==> src/rtl/fetch_sched_pkg.sv <==
// Shared types for the line-fetch scheduler: command encoding, port owner, FSM state.
// Latency: n/a (types and a pure helper function only).
// Backpressure: n/a.
package fetch_sched_pkg;

    typedef enum logic [1:0] {
        FETCH_NOP   = 2'b00,
        FETCH_RD    = 2'b01,
        FETCH_WB_RD = 2'b10
    } fetch_cmd_t;

    typedef enum logic {
        OWN_W = 1'b0,
        OWN_R = 1'b1
    } owner_t;

    typedef enum logic [1:0] {
        S_IDLE  = 2'b00,
        S_ISSUE = 2'b01,
        S_WAIT  = 2'b10,
        S_DONE  = 2'b11
    } sched_state_t;

    // Only 01 and 10 go downstream; 00 and the unused 11 complete locally.
    function automatic logic cmd_is_fetch(input logic [1:0] cmd);
        return (cmd == FETCH_RD) || (cmd == FETCH_WB_RD);
    endfunction

endpackage

==> src/rtl/fetch_sched_if.sv <==
// Bundle of the two miss-port handshakes plus the fetch-controller handshake.
// Latency: n/a (wires only).
// Backpressure: port side via gnt_x (queue not full), fetch side via fetch_gnt.
// master = cache miss logic + fetch controller side; slave = the scheduler.
interface fetch_sched_if #(
    parameter int AW = 32,
    parameter int TW = 2
);
    // write-side miss port
    logic          req_w;
    logic          gnt_w;
    logic [1:0]    cmd_w;
    logic [TW-1:0] tag_w;
    logic [AW-1:0] addr_w;
    logic [AW-1:0] addr_pre_w;
    logic          done_w;
    // read-side miss port
    logic          req_r;
    logic          gnt_r;
    logic [1:0]    cmd_r;
    logic [TW-1:0] tag_r;
    logic [AW-1:0] addr_r;
    logic [AW-1:0] addr_pre_r;
    logic          done_r;
    // fetch controller port
    logic          fetch_req;
    logic          fetch_gnt;
    logic [1:0]    fetch_cmd;
    logic [TW-1:0] fetch_tag;
    logic [AW-1:0] fetch_addr;
    logic [AW-1:0] fetch_addr_pre;
    logic          fetch_done;
    // status
    logic          busy;
    logic          err_timeout;

    modport master (
        output req_w, cmd_w, tag_w, addr_w, addr_pre_w,
        input  gnt_w, done_w,
        output req_r, cmd_r, tag_r, addr_r, addr_pre_r,
        input  gnt_r, done_r,
        input  fetch_req, fetch_cmd, fetch_tag, fetch_addr, fetch_addr_pre,
        output fetch_gnt, fetch_done,
        input  busy, err_timeout
    );

    modport slave (
        input  req_w, cmd_w, tag_w, addr_w, addr_pre_w,
        output gnt_w, done_w,
        input  req_r, cmd_r, tag_r, addr_r, addr_pre_r,
        output gnt_r, done_r,
        output fetch_req, fetch_cmd, fetch_tag, fetch_addr, fetch_addr_pre,
        input  fetch_gnt, fetch_done,
        output busy, err_timeout
    );

endinterface

==> src/rtl/fetch_sched_req_fifo.sv <==
// Per-port request queue: small synchronous FIFO with wrap-bit pointers.
// Latency: a push is visible at head the cycle after the push edge.
// Backpressure: full when depth entries held; push ignored while full, pop ignored while empty.
// Ports: clk, rst_n, push/din, pop, full, empty, head (entry at read pointer).
module fetch_req_fifo #(
    parameter int width = 8,
    parameter int depth = 2
) (
    input  logic             clk,
    input  logic             rst_n,
    input  logic             push,
    input  logic [width-1:0] din,
    input  logic             pop,
    output logic             full,
    output logic             empty,
    output logic [width-1:0] head
);
    localparam int PW = $clog2(depth);
    localparam logic [PW:0] PTR_ONE = (PW+1)'(1);

    logic [PW:0]      wptr_q, wptr_d;
    logic [PW:0]      rptr_q, rptr_d;
    logic [width-1:0] mem_q [depth];
    logic             do_push;
    logic             do_pop;

    // Same index with differing wrap bits means the write pointer lapped the read pointer.
    assign full    = (wptr_q[PW] != rptr_q[PW]) && (wptr_q[PW-1:0] == rptr_q[PW-1:0]);
    assign empty   = (wptr_q == rptr_q);
    assign head    = mem_q[rptr_q[PW-1:0]];
    assign do_push = push && !full;
    assign do_pop  = pop && !empty;

    always_comb begin
        wptr_d = wptr_q;
        rptr_d = rptr_q;
        if (do_push) wptr_d = wptr_q + PTR_ONE;
        if (do_pop)  rptr_d = rptr_q + PTR_ONE;
    end

    always_ff @(posedge clk or negedge rst_n) begin
        if (!rst_n) begin
            wptr_q <= '0;
            rptr_q <= '0;
        end else begin
            wptr_q <= wptr_d;
            rptr_q <= rptr_d;
        end
    end

    // Storage needs no reset: head is only consumed while the queue is non-empty.
    always_ff @(posedge clk) begin
        if (do_push) mem_q[wptr_q[PW-1:0]] <= din;
    end

endmodule

==> src/rtl/fetch_sched.sv <==
// Shares one line-fetch controller between write- and read-side miss ports, round-robin, one fetch in flight.
// Latency: push->fetch_req 2 cycles from idle; fetch_done->done_x 1 cycle; NOP push->done_x 2 cycles.
// Backpressure: gnt_x low while that port queue is full; fetch fields held until fetch_gnt.
// Ports: clk, rst_n, bus (slave): req/gnt/cmd/tag/addr/addr_pre/done per port, fetch_* to controller,
//        busy (not idle), err_timeout (sticky watchdog expiry).
module fetch_sched #(
    parameter int addr_width  = 32,
    parameter int list_depth  = 4,
    parameter int q_depth     = 2,
    parameter int timeout_cyc = 1024
) (
    input  logic         clk,
    input  logic         rst_n,
    fetch_sched_if.slave bus
);
    import fetch_sched_pkg::*;

    localparam int TW  = $clog2(list_depth);
    localparam int WDW = $clog2(timeout_cyc) + 1;
    localparam logic [WDW-1:0] WDOG_LAST = WDW'(timeout_cyc - 1);
    localparam logic [WDW-1:0] WDOG_ONE  = WDW'(1);
    localparam logic [WDW-1:0] WDOG_MAX  = '1;

    typedef struct packed {
        logic [1:0]            cmd;
        logic [TW-1:0]         tag;
        logic [addr_width-1:0] addr;
        logic [addr_width-1:0] addr_pre;
    } fetch_entry_t;

    localparam int EW = $bits(fetch_entry_t);

    sched_state_t state_q, state_d;
    owner_t       owner_q, owner_d;
    owner_t       rr_last_q, rr_last_d;
    fetch_entry_t lat_q, lat_d;
    logic [WDW-1:0] wdog_q, wdog_d;
    logic         err_q, err_d;

    fetch_entry_t din_w, din_r, head_w, head_r, sel_ent;
    owner_t       sel;
    logic         full_w, full_r, empty_w, empty_r;
    logic         pop_w, pop_r;
    logic         fetch_req_c, done_w_c, done_r_c;

    assign din_w = '{cmd: bus.cmd_w, tag: bus.tag_w, addr: bus.addr_w, addr_pre: bus.addr_pre_w};
    assign din_r = '{cmd: bus.cmd_r, tag: bus.tag_r, addr: bus.addr_r, addr_pre: bus.addr_pre_r};

    fetch_req_fifo #(.width(EW), .depth(q_depth)) u_q_w (
        .clk   (clk),
        .rst_n (rst_n),
        .push  (bus.req_w),
        .din   (din_w),
        .pop   (pop_w),
        .full  (full_w),
        .empty (empty_w),
        .head  (head_w)
    );

    fetch_req_fifo #(.width(EW), .depth(q_depth)) u_q_r (
        .clk   (clk),
        .rst_n (rst_n),
        .push  (bus.req_r),
        .din   (din_r),
        .pop   (pop_r),
        .full  (full_r),
        .empty (empty_r),
        .head  (head_r)
    );

    always_comb begin
        state_d     = state_q;
        owner_d     = owner_q;
        rr_last_d   = rr_last_q;
        lat_d       = lat_q;
        wdog_d      = wdog_q;
        err_d       = err_q;
        pop_w       = 1'b0;
        pop_r       = 1'b0;
        fetch_req_c = 1'b0;
        done_w_c    = 1'b0;
        done_r_c    = 1'b0;
        sel         = OWN_W;
        sel_ent     = head_w;

        unique case (state_q)
            S_IDLE: begin
                if (!empty_w || !empty_r) begin
                    if (empty_w)      sel = OWN_R;
                    else if (empty_r) sel = OWN_W;
                    else              sel = (rr_last_q == OWN_W) ? OWN_R : OWN_W;
                    sel_ent = (sel == OWN_R) ? head_r : head_w;
                    lat_d   = sel_ent;
                    owner_d = sel;
                    if (cmd_is_fetch(sel_ent.cmd)) begin
                        // Entry stays queued until the controller accepts it.
                        state_d = S_ISSUE;
                    end else begin
                        pop_w   = (sel == OWN_W);
                        pop_r   = (sel == OWN_R);
                        state_d = S_DONE;
                    end
                end
            end
            S_ISSUE: begin
                fetch_req_c = 1'b1;
                if (bus.fetch_gnt) begin
                    pop_w   = (owner_q == OWN_W);
                    pop_r   = (owner_q == OWN_R);
                    wdog_d  = '0;
                    state_d = S_WAIT;
                end
            end
            S_WAIT: begin
                if (wdog_q != WDOG_MAX) wdog_d = wdog_q + WDOG_ONE;
                if (bus.fetch_done) begin
                    state_d = S_DONE;
                end else if (wdog_q == WDOG_LAST) begin
                    // Force completion so the port is never stuck; any later done is dropped in S_IDLE.
                    err_d   = 1'b1;
                    state_d = S_DONE;
                end
            end
            S_DONE: begin
                done_w_c  = (owner_q == OWN_W);
                done_r_c  = (owner_q == OWN_R);
                rr_last_d = owner_q;
                state_d   = S_IDLE;
            end
            default: state_d = S_IDLE;
        endcase
    end

    always_ff @(posedge clk or negedge rst_n) begin
        if (!rst_n) begin
            state_q   <= S_IDLE;
            owner_q   <= OWN_W;
            rr_last_q <= OWN_R;
            lat_q     <= '0;
            wdog_q    <= '0;
            err_q     <= 1'b0;
        end else begin
            state_q   <= state_d;
            owner_q   <= owner_d;
            rr_last_q <= rr_last_d;
            lat_q     <= lat_d;
            wdog_q    <= wdog_d;
            err_q     <= err_d;
        end
    end

    assign bus.gnt_w          = !full_w;
    assign bus.gnt_r          = !full_r;
    assign bus.done_w         = done_w_c;
    assign bus.done_r         = done_r_c;
    assign bus.fetch_req      = fetch_req_c;
    assign bus.fetch_cmd      = lat_q.cmd;
    assign bus.fetch_tag      = lat_q.tag;
    assign bus.fetch_addr     = lat_q.addr;
    assign bus.fetch_addr_pre = lat_q.addr_pre;
    assign bus.busy           = (state_q != S_IDLE);
    assign bus.err_timeout    = err_q;

endmodule

==> src/flat_wrapper.sv <==
// flat-port wrapper written by rule: the top's interface ports become plain ports
module fetch_sched_flat import fetch_sched_pkg::*;
#(
    parameter int addr_width  = 32,
    parameter int list_depth  = 4,
    parameter int q_depth     = 2,
    parameter int timeout_cyc = 1024
)
  (clk, rst_n, bus_req_w, bus_cmd_w, bus_tag_w, bus_addr_w, bus_addr_pre_w, bus_gnt_w, bus_done_w, bus_req_r, bus_cmd_r, bus_tag_r, bus_addr_r, bus_addr_pre_r, bus_gnt_r, bus_done_r, bus_fetch_req, bus_fetch_cmd, bus_fetch_tag, bus_fetch_addr, bus_fetch_addr_pre, bus_fetch_gnt, bus_fetch_done, bus_busy, bus_err_timeout);
  fetch_sched_if #(.AW((32)), .TW((2))) bus_i ();
  input  logic clk;
  input  logic rst_n;
  input wire logic [$bits(bus_i.req_w)-1:0] bus_req_w;
  input wire logic [$bits(bus_i.cmd_w)-1:0] bus_cmd_w;
  input wire logic [$bits(bus_i.tag_w)-1:0] bus_tag_w;
  input wire logic [$bits(bus_i.addr_w)-1:0] bus_addr_w;
  input wire logic [$bits(bus_i.addr_pre_w)-1:0] bus_addr_pre_w;
  output wire logic [$bits(bus_i.gnt_w)-1:0] bus_gnt_w;
  output wire logic [$bits(bus_i.done_w)-1:0] bus_done_w;
  input wire logic [$bits(bus_i.req_r)-1:0] bus_req_r;
  input wire logic [$bits(bus_i.cmd_r)-1:0] bus_cmd_r;
  input wire logic [$bits(bus_i.tag_r)-1:0] bus_tag_r;
  input wire logic [$bits(bus_i.addr_r)-1:0] bus_addr_r;
  input wire logic [$bits(bus_i.addr_pre_r)-1:0] bus_addr_pre_r;
  output wire logic [$bits(bus_i.gnt_r)-1:0] bus_gnt_r;
  output wire logic [$bits(bus_i.done_r)-1:0] bus_done_r;
  output wire logic [$bits(bus_i.fetch_req)-1:0] bus_fetch_req;
  output wire logic [$bits(bus_i.fetch_cmd)-1:0] bus_fetch_cmd;
  output wire logic [$bits(bus_i.fetch_tag)-1:0] bus_fetch_tag;
  output wire logic [$bits(bus_i.fetch_addr)-1:0] bus_fetch_addr;
  output wire logic [$bits(bus_i.fetch_addr_pre)-1:0] bus_fetch_addr_pre;
  input wire logic [$bits(bus_i.fetch_gnt)-1:0] bus_fetch_gnt;
  input wire logic [$bits(bus_i.fetch_done)-1:0] bus_fetch_done;
  output wire logic [$bits(bus_i.busy)-1:0] bus_busy;
  output wire logic [$bits(bus_i.err_timeout)-1:0] bus_err_timeout;
  assign bus_i.req_w = bus_req_w;
  assign bus_i.cmd_w = bus_cmd_w;
  assign bus_i.tag_w = bus_tag_w;
  assign bus_i.addr_w = bus_addr_w;
  assign bus_i.addr_pre_w = bus_addr_pre_w;
  assign bus_gnt_w = bus_i.gnt_w;
  assign bus_done_w = bus_i.done_w;
  assign bus_i.req_r = bus_req_r;
  assign bus_i.cmd_r = bus_cmd_r;
  assign bus_i.tag_r = bus_tag_r;
  assign bus_i.addr_r = bus_addr_r;
  assign bus_i.addr_pre_r = bus_addr_pre_r;
  assign bus_gnt_r = bus_i.gnt_r;
  assign bus_done_r = bus_i.done_r;
  assign bus_fetch_req = bus_i.fetch_req;
  assign bus_fetch_cmd = bus_i.fetch_cmd;
  assign bus_fetch_tag = bus_i.fetch_tag;
  assign bus_fetch_addr = bus_i.fetch_addr;
  assign bus_fetch_addr_pre = bus_i.fetch_addr_pre;
  assign bus_i.fetch_gnt = bus_fetch_gnt;
  assign bus_i.fetch_done = bus_fetch_done;
  assign bus_busy = bus_i.busy;
  assign bus_err_timeout = bus_i.err_timeout;
  fetch_sched #(.addr_width(addr_width), .list_depth(list_depth), .q_depth(q_depth), .timeout_cyc(timeout_cyc)) u_core (.clk(clk), .rst_n(rst_n), .bus(bus_i));
endmodule
==> config.mk <==
export PLATFORM = sky130hd
export DESIGN_NAME = fetch_sched_flat
export DESIGN_NICKNAME = d
export VERILOG_FILES = /design/src/rtl/fetch_sched_pkg.sv /design/src/rtl/fetch_sched_if.sv /design/src/rtl/fetch_sched_req_fifo.sv /design/src/rtl/fetch_sched.sv /design/src/flat_wrapper.sv
export SDC_FILE = /design/constraint.sdc
export NUM_CORES = 1
export LEC_CHECK = 0
export CAP_MARGIN = 20
export CORE_ASPECT_RATIO = 1.5
export CORE_UTILIZATION = 48
export DETAILED_ROUTE_END_ITERATION = 10
export HOLD_SLACK_MARGIN = 0.05
export PLACE_DENSITY = 0.75
export REMOVE_ABC_BUFFERS = 1
export SLEW_MARGIN = 20
export SYNTH_ARGS = -nofsm -noshare
export SYNTH_HDL_FRONTEND = slang
export SYNTH_SLANG_ARGS = --single-unit
==> constraint.sdc <==
create_clock -name clk -period 3.9 [get_ports clk]
set_input_delay 0.78 -clock clk [delete_from_list [all_inputs] [get_ports clk]]
set_output_delay 0.78 -clock clk [all_outputs]
set_load 0.005 [all_outputs]
Word level (Yosys, flattened, before mapping)
Memories as Yosys holds them, arrays and structs flattened. Cells that the tools add are included.

Bits in registers: 92. Latch bits: 0. RAM bits: 272. Memory bits (read-only): 0. Word-level logic and storage cells: 89. Memories: 2.

Add/subtract/negate cells: 5. $mul: 0. Div/mod/pow operators: 0. $lt $le $gt $ge: 0. Equality and inequality tests: 17. Shift-type cells: 0. Muxes and demuxes: 30. Bitwise logic cells: 3. Reductions and logical operators: 19.

Memories: u_core.u_q_r.mem_q (words 2, bits a word 68, rd ports 1, clocked after Yosys merged registers in 0, write ports 1, RTL line fetch_sched_req_fifo.sv:23) `logic [width-1:0] mem_q [depth];`; u_core.u_q_w.mem_q (words 2, bits a word 68, rd ports 1, clocked after Yosys merged registers in 0, write ports 1, RTL line fetch_sched_req_fifo.sv:23).

Operator list (count): $mux 68 (1); $mux 11 (2); $pmux 11 s2 (1); $mux 1 (18); $add 11x1->11 const B (1); $eq 11x10->1 const B (1); $ne 11x11->1 const B (1); $mux 2 (5); $reduce_and 3->1 (3); $add 2x1->2 const B (4); $pmux 2 s4 (1); $eq 2x2->1 const B (3); $logic_and 1x1->1 (6); $eq 2x1->1 const B (2); $eq 2x2->1 (2); $logic_not 1->1 (4); $ne 2x1->1 const B (2); $pmux 1 s2 (2); $reduce_bool 2->1 (2); $ne 3x2->1 const B (1); $not 1->1 (3); $eq 1x1->1 (2); $logic_not 2->1 (1); $logic_or 1x1->1 (2); 3 further kinds (4).

Logic depth before layout (Yosys ltp)
Depth in word-level cells: 12. Mapped depth: 9. Depth with buffers taken out: 7.

By module
Synthesis repeated with hierarchy kept, for this count alone.

Cells, all modules: 877. Area, all modules: 14440.1 um2.

By module, submodules not included: fetch_req_fifo (times used 2, cells each 239, area each 5173.7 um2); fetch_sched (times used 1, cells each 399, area each 4092.7 um2).

Worst setup path before layout
No wires, ideal clock.

Kind: register to register. From: register u_core.u_q_w.rptr_q[0]. To: memory u_core.u_q_w.mem_q[0][0] in the netlist's numbering, enable pin. Data arrival time: 3.700 ns. Required time: 3.406 ns. Slack: -0.294 ns. Cell stages (with the launch flop): 6. Path buffers: 1. Path through: dfrtp_1 -> buf_4 -> xnor2_1 -> nand2b_1 -> nand2_1 -> nor2_1.

Longest elaborated chain between the ends: 6.

RTL lines: from (decl) (RTL line fetch_sched_req_fifo.sv:22) `logic [PW:0] rptr_q, rptr_d;`; from (signal assigned) (RTL line fetch_sched_req_fifo.sv:47) `rptr_q <= rptr_d;`; $eq 1x1->1 (RTL line fetch_sched_req_fifo.sv:28) `assign full = (wptr_q[PW] != rptr_q[PW]) && (wptr_q[PW-1:0] == rptr_q[PW-1:0]);`; $logic_and 1x1->1 (RTL line fetch_sched_req_fifo.sv:28); $logic_not 1->1; net bus_gnt_w (RTL line flat_wrapper.sv:18) `output wire logic [$bits(bus_i.gnt_w)-1:0] bus_gnt_w;`; $logic_and 1x1->1 (RTL line fetch_sched_req_fifo.sv:31) `assign do_push = push && !full;`; $mux 1 (RTL line fetch_sched_req_fifo.sv:53) `if (do_push) mem_q[wptr_q[PW-1:0]] <= din;`; $mux 1 (implied by the code) (RTL line fetch_sched_req_fifo.sv:53); to (decl) (RTL line fetch_sched_req_fifo.sv:23).

The timed path passes the listed nets, and every way through them passes these cells.

Final worst setup path
From: register u_core.u_q_w.rptr_q[0]. To: output bus_gnt_w.

Longest elaborated chain between the ends: 3.

RTL lines: $eq 1x1->1 (RTL line fetch_sched_req_fifo.sv:28); $logic_and 1x1->1 (RTL line fetch_sched_req_fifo.sv:28); $logic_not 1->1 (RTL line fetch_sched.sv:152) `assign bus.gnt_w = !full_w;`; to (decl) (RTL line flat_wrapper.sv:18).

Every way passes these cells.

==> out/qor.csv <==
metric,value,unit
stdcell_area,17520,um2
cp.arrival,2250,ps
io_buffers,216,
cts_resized,0,
h-tree-depth,2,
clk_latency,520,ps
grt_pass1_wl,46890,um
max_slew_margin,0.2973,
drtAntennaViolNets,0,
track_usage,0.2148,
internal-power,9638,uW
ys_types,44,
drv_slew,0,
placed_area,16330,um2
clock_path_buffers,3,
cpMaxStageDelayCell,dfrtp_4,
gp_congestion,0.8101,
drc_errors,0,
dieArea,29320,um2
wire_per_inst,21.83,um
dpl.hpwl,19650,um
rsz0062_at_grt,false,
crit_required,3120,ps
vias_per_cell,5.603,
initial_core_util,0.4897,
worstMarginPinSlew,1054,ps
drt-total-wl,30760,um
synth.most_common_cell,edfxtp_1,
yosysWarnings,0,
rows,75,
grt_max_degree,70,
cts_buffers,35,
cp-start-kind,register,
grt_antenna_before_repair,3,
power_density,804.7,nW/um2
ir_drop,428.0,uV
synth_edf_count,272,
ys_seq_elements,364,
first_global_vias,8387,
fin_nets,1182,
fmax,329.7,MHz
finClkSkew,22.45,ps
clock_power_share,0.245,
crit_chain,"xnor2_1, nand2b_1, clkdlybuf4s50_1",
cap_violations,0,
tns,0,ps
grt_overflow,0,
ys_top_cells_by_count,"edfxtp_1, mux2i_1, dfrtp_1, nand2_1, o221ai_1",
whs,355.2,ps
hold_viol,0,
layout-drive-gt1-share,0.07925,
period_share,0.7777,
drt_iter0_drc,425,
total_leakage_power,0.006771,uW
seqPwrFrac,0.445,
first_pass_iters,5,
dieHeight,209.2,um
synthArstFlopShare,0.2527,
critPathMaxStageDelay,800,ps
synth_area_leader_cell,edfxtp_1,
p_comb_frac,0.311,
setup_violations,0,
synth_area_per_cell,16.88,um2
ctsHoldBuffers,0,
clk_pin_slew,70,ps
p_sw,4455,uW
cts_tree,yes,
cts_sinks,364,
syn_area,13740,um2
synth_area_leaders,"edfxtp_1, dfrtp_1, mux2i_1, o221ai_1, nand2_1",
vias,7894,
status,finished clean,
synthToLayoutAreaGrowth,27.47,%
period_needed,3033,ps
synth_top_area_frac,0.5944,
coreArea,28060,um2
crit_type,register to primary output,
seq_area_frac_synth,0.7621,
cts_root_buf,clkbuf_16,
swShare,0.3161,
syn_inst,814,
worstSetupEndpointType,primary output,
post_cts_buffers,0,
synthFlopType,edfxtp_1,
hold_path_class,input port to async pin,
fp.dieW,140.1,um
ios,217,
worstPathMaxFanout,29,
cells in the final DEF (no fill, tap or decap), types with 3 or more instances in the layout:
cell type / instances
diode_2: 3
a21oi_1: 3
mux2i_1: 138
mux2_2: 3
clkbuf_1: 3
clkbuf_8: 7
ha_1: 5
nand3_1: 10
o21ai_0: 5
edfxtp_1: 272
buf_4: 9
nor2_1: 16
nand2b_1: 3
bufinv_16: 4
xnor2_1: 7
clkbuf_16: 35
buf_12: 3
clkinv_2: 8
clkdlybuf4s50_1: 215
nor2b_1: 3
o221ai_1: 69
nand4_1: 4
and2_1: 4
xor2_1: 15
inv_1: 8
dfrtp_1: 89
nor3_1: 3
nand2_1: 84
critical path: cells and delay by family (launching register included):
family        cells  cell delay, ps
flops             1             800
xor+xnor          1             190
simple gates      1             150
buf+inv           1             580
sequential cells by signal, indices dropped and copies added (netlist names), 2 cells and up:
name                       count
u_core.u_q_w.rptr_q            2
u_core.bus.fetch_cmd           2
u_core.u_q_w.wptr_q            2
u_core.u_q_r.wptr_q            2
u_core.bus.fetch_tag           2
u_core.bus.fetch_addr_pre     32
u_core.wdog_q                 11
u_core.bus.fetch_addr         32
u_core.u_q_w.mem_q           136
u_core.state_q                 2
u_core.u_q_r.mem_q           136
u_core.u_q_r.rptr_q            2
worst paths after layout:
path                            cells after the start                      endpoint                    from  slack (ps)
worst min-delay path                                1  u_core.bus.fetch_addr_pre[7]                   rst_n         360
worst max register to register                      4     u_core.bus.fetch_addr[15]  u_core.u_q_r.rptr_q[0]        1200
min in group clk                                    1        u_core.bus.err_timeout  u_core.bus.err_timeout         470
max in group asynchronous                           2              u_core.rr_last_q                   rst_n        2670
worst max-delay path                                3                     bus_gnt_w  u_core.u_q_w.rptr_q[0]         870
worst min register to register                      1        u_core.bus.err_timeout  u_core.bus.err_timeout         470
kinds of logic after synthesis:
group / after synthesis / share of synthesized area
buffers and inverters: 51 / 0.01548
adders and majority gates: 5 / 0.004553
muxes: 141 / 0.1030
AOI/OAI and AO/OA: 92 / 0.05636
DFF: 364 / 0.7621
xor gates and xnor gates: 22 / 0.01402
and+or+nand+nor: 139 / 0.04453
layer usage:
| layer | GRT usage | vias to the layer above | routed length [um] |
|---|---|---|---|
| li1 | - | 3596 | - |
| met1 | 0.2434 | 3978 | 11260 |
| met2 | 0.3886 | 252 | 16790 |
| met3 | 0.03437 | 68 | 1446 |
| met4 | 0.1110 | 0 | 1269 |
| met5 | 0 | - | 0 |
final cells by class:
cell class                 count  area [um2]
fill                        1983       10540
sequential                   364       10480
multi-input combinational    399        3110
timing repair buffer         227        2280
clock buffer                  45       983.4
tap                          346       432.9
clock inverter                17       192.7
inverter                       8       30.03
antenna                        3       7.507
metrics by stage:
| stage | std cells | setup WS, ps | util | total power [uW] |
|---|---|---|---|---|
| 6_report | 1409 | 866.8 | 0.6243 | 14090 |
| 3_3_place_gp | 1344 | 1209 | 0.5821 | 10600 |
| 3_5_place_dp | 1344 | 1167 | 0.5821 | 10800 |
| 2_1_floorplan | 771 | -2596 | - | 8762 |
| 5_1_grt | 1409 | 762.4 | 0.6243 | 14800 |
| 4_1_cts | 1406 | 826.3 | 0.6240 | 14250 |
power groups by stage:
stage	registers, uW	clock network (uW)	logic, uW
final	6270	3450	4380
after global routing	6380	3660	4770
after CTS	6280	3510	4460
after detailed placement	6340	0	4470
after global placement	6300	0	4300
after floorplan	6360	0	2400
Power figures use the tool's default switching activity.
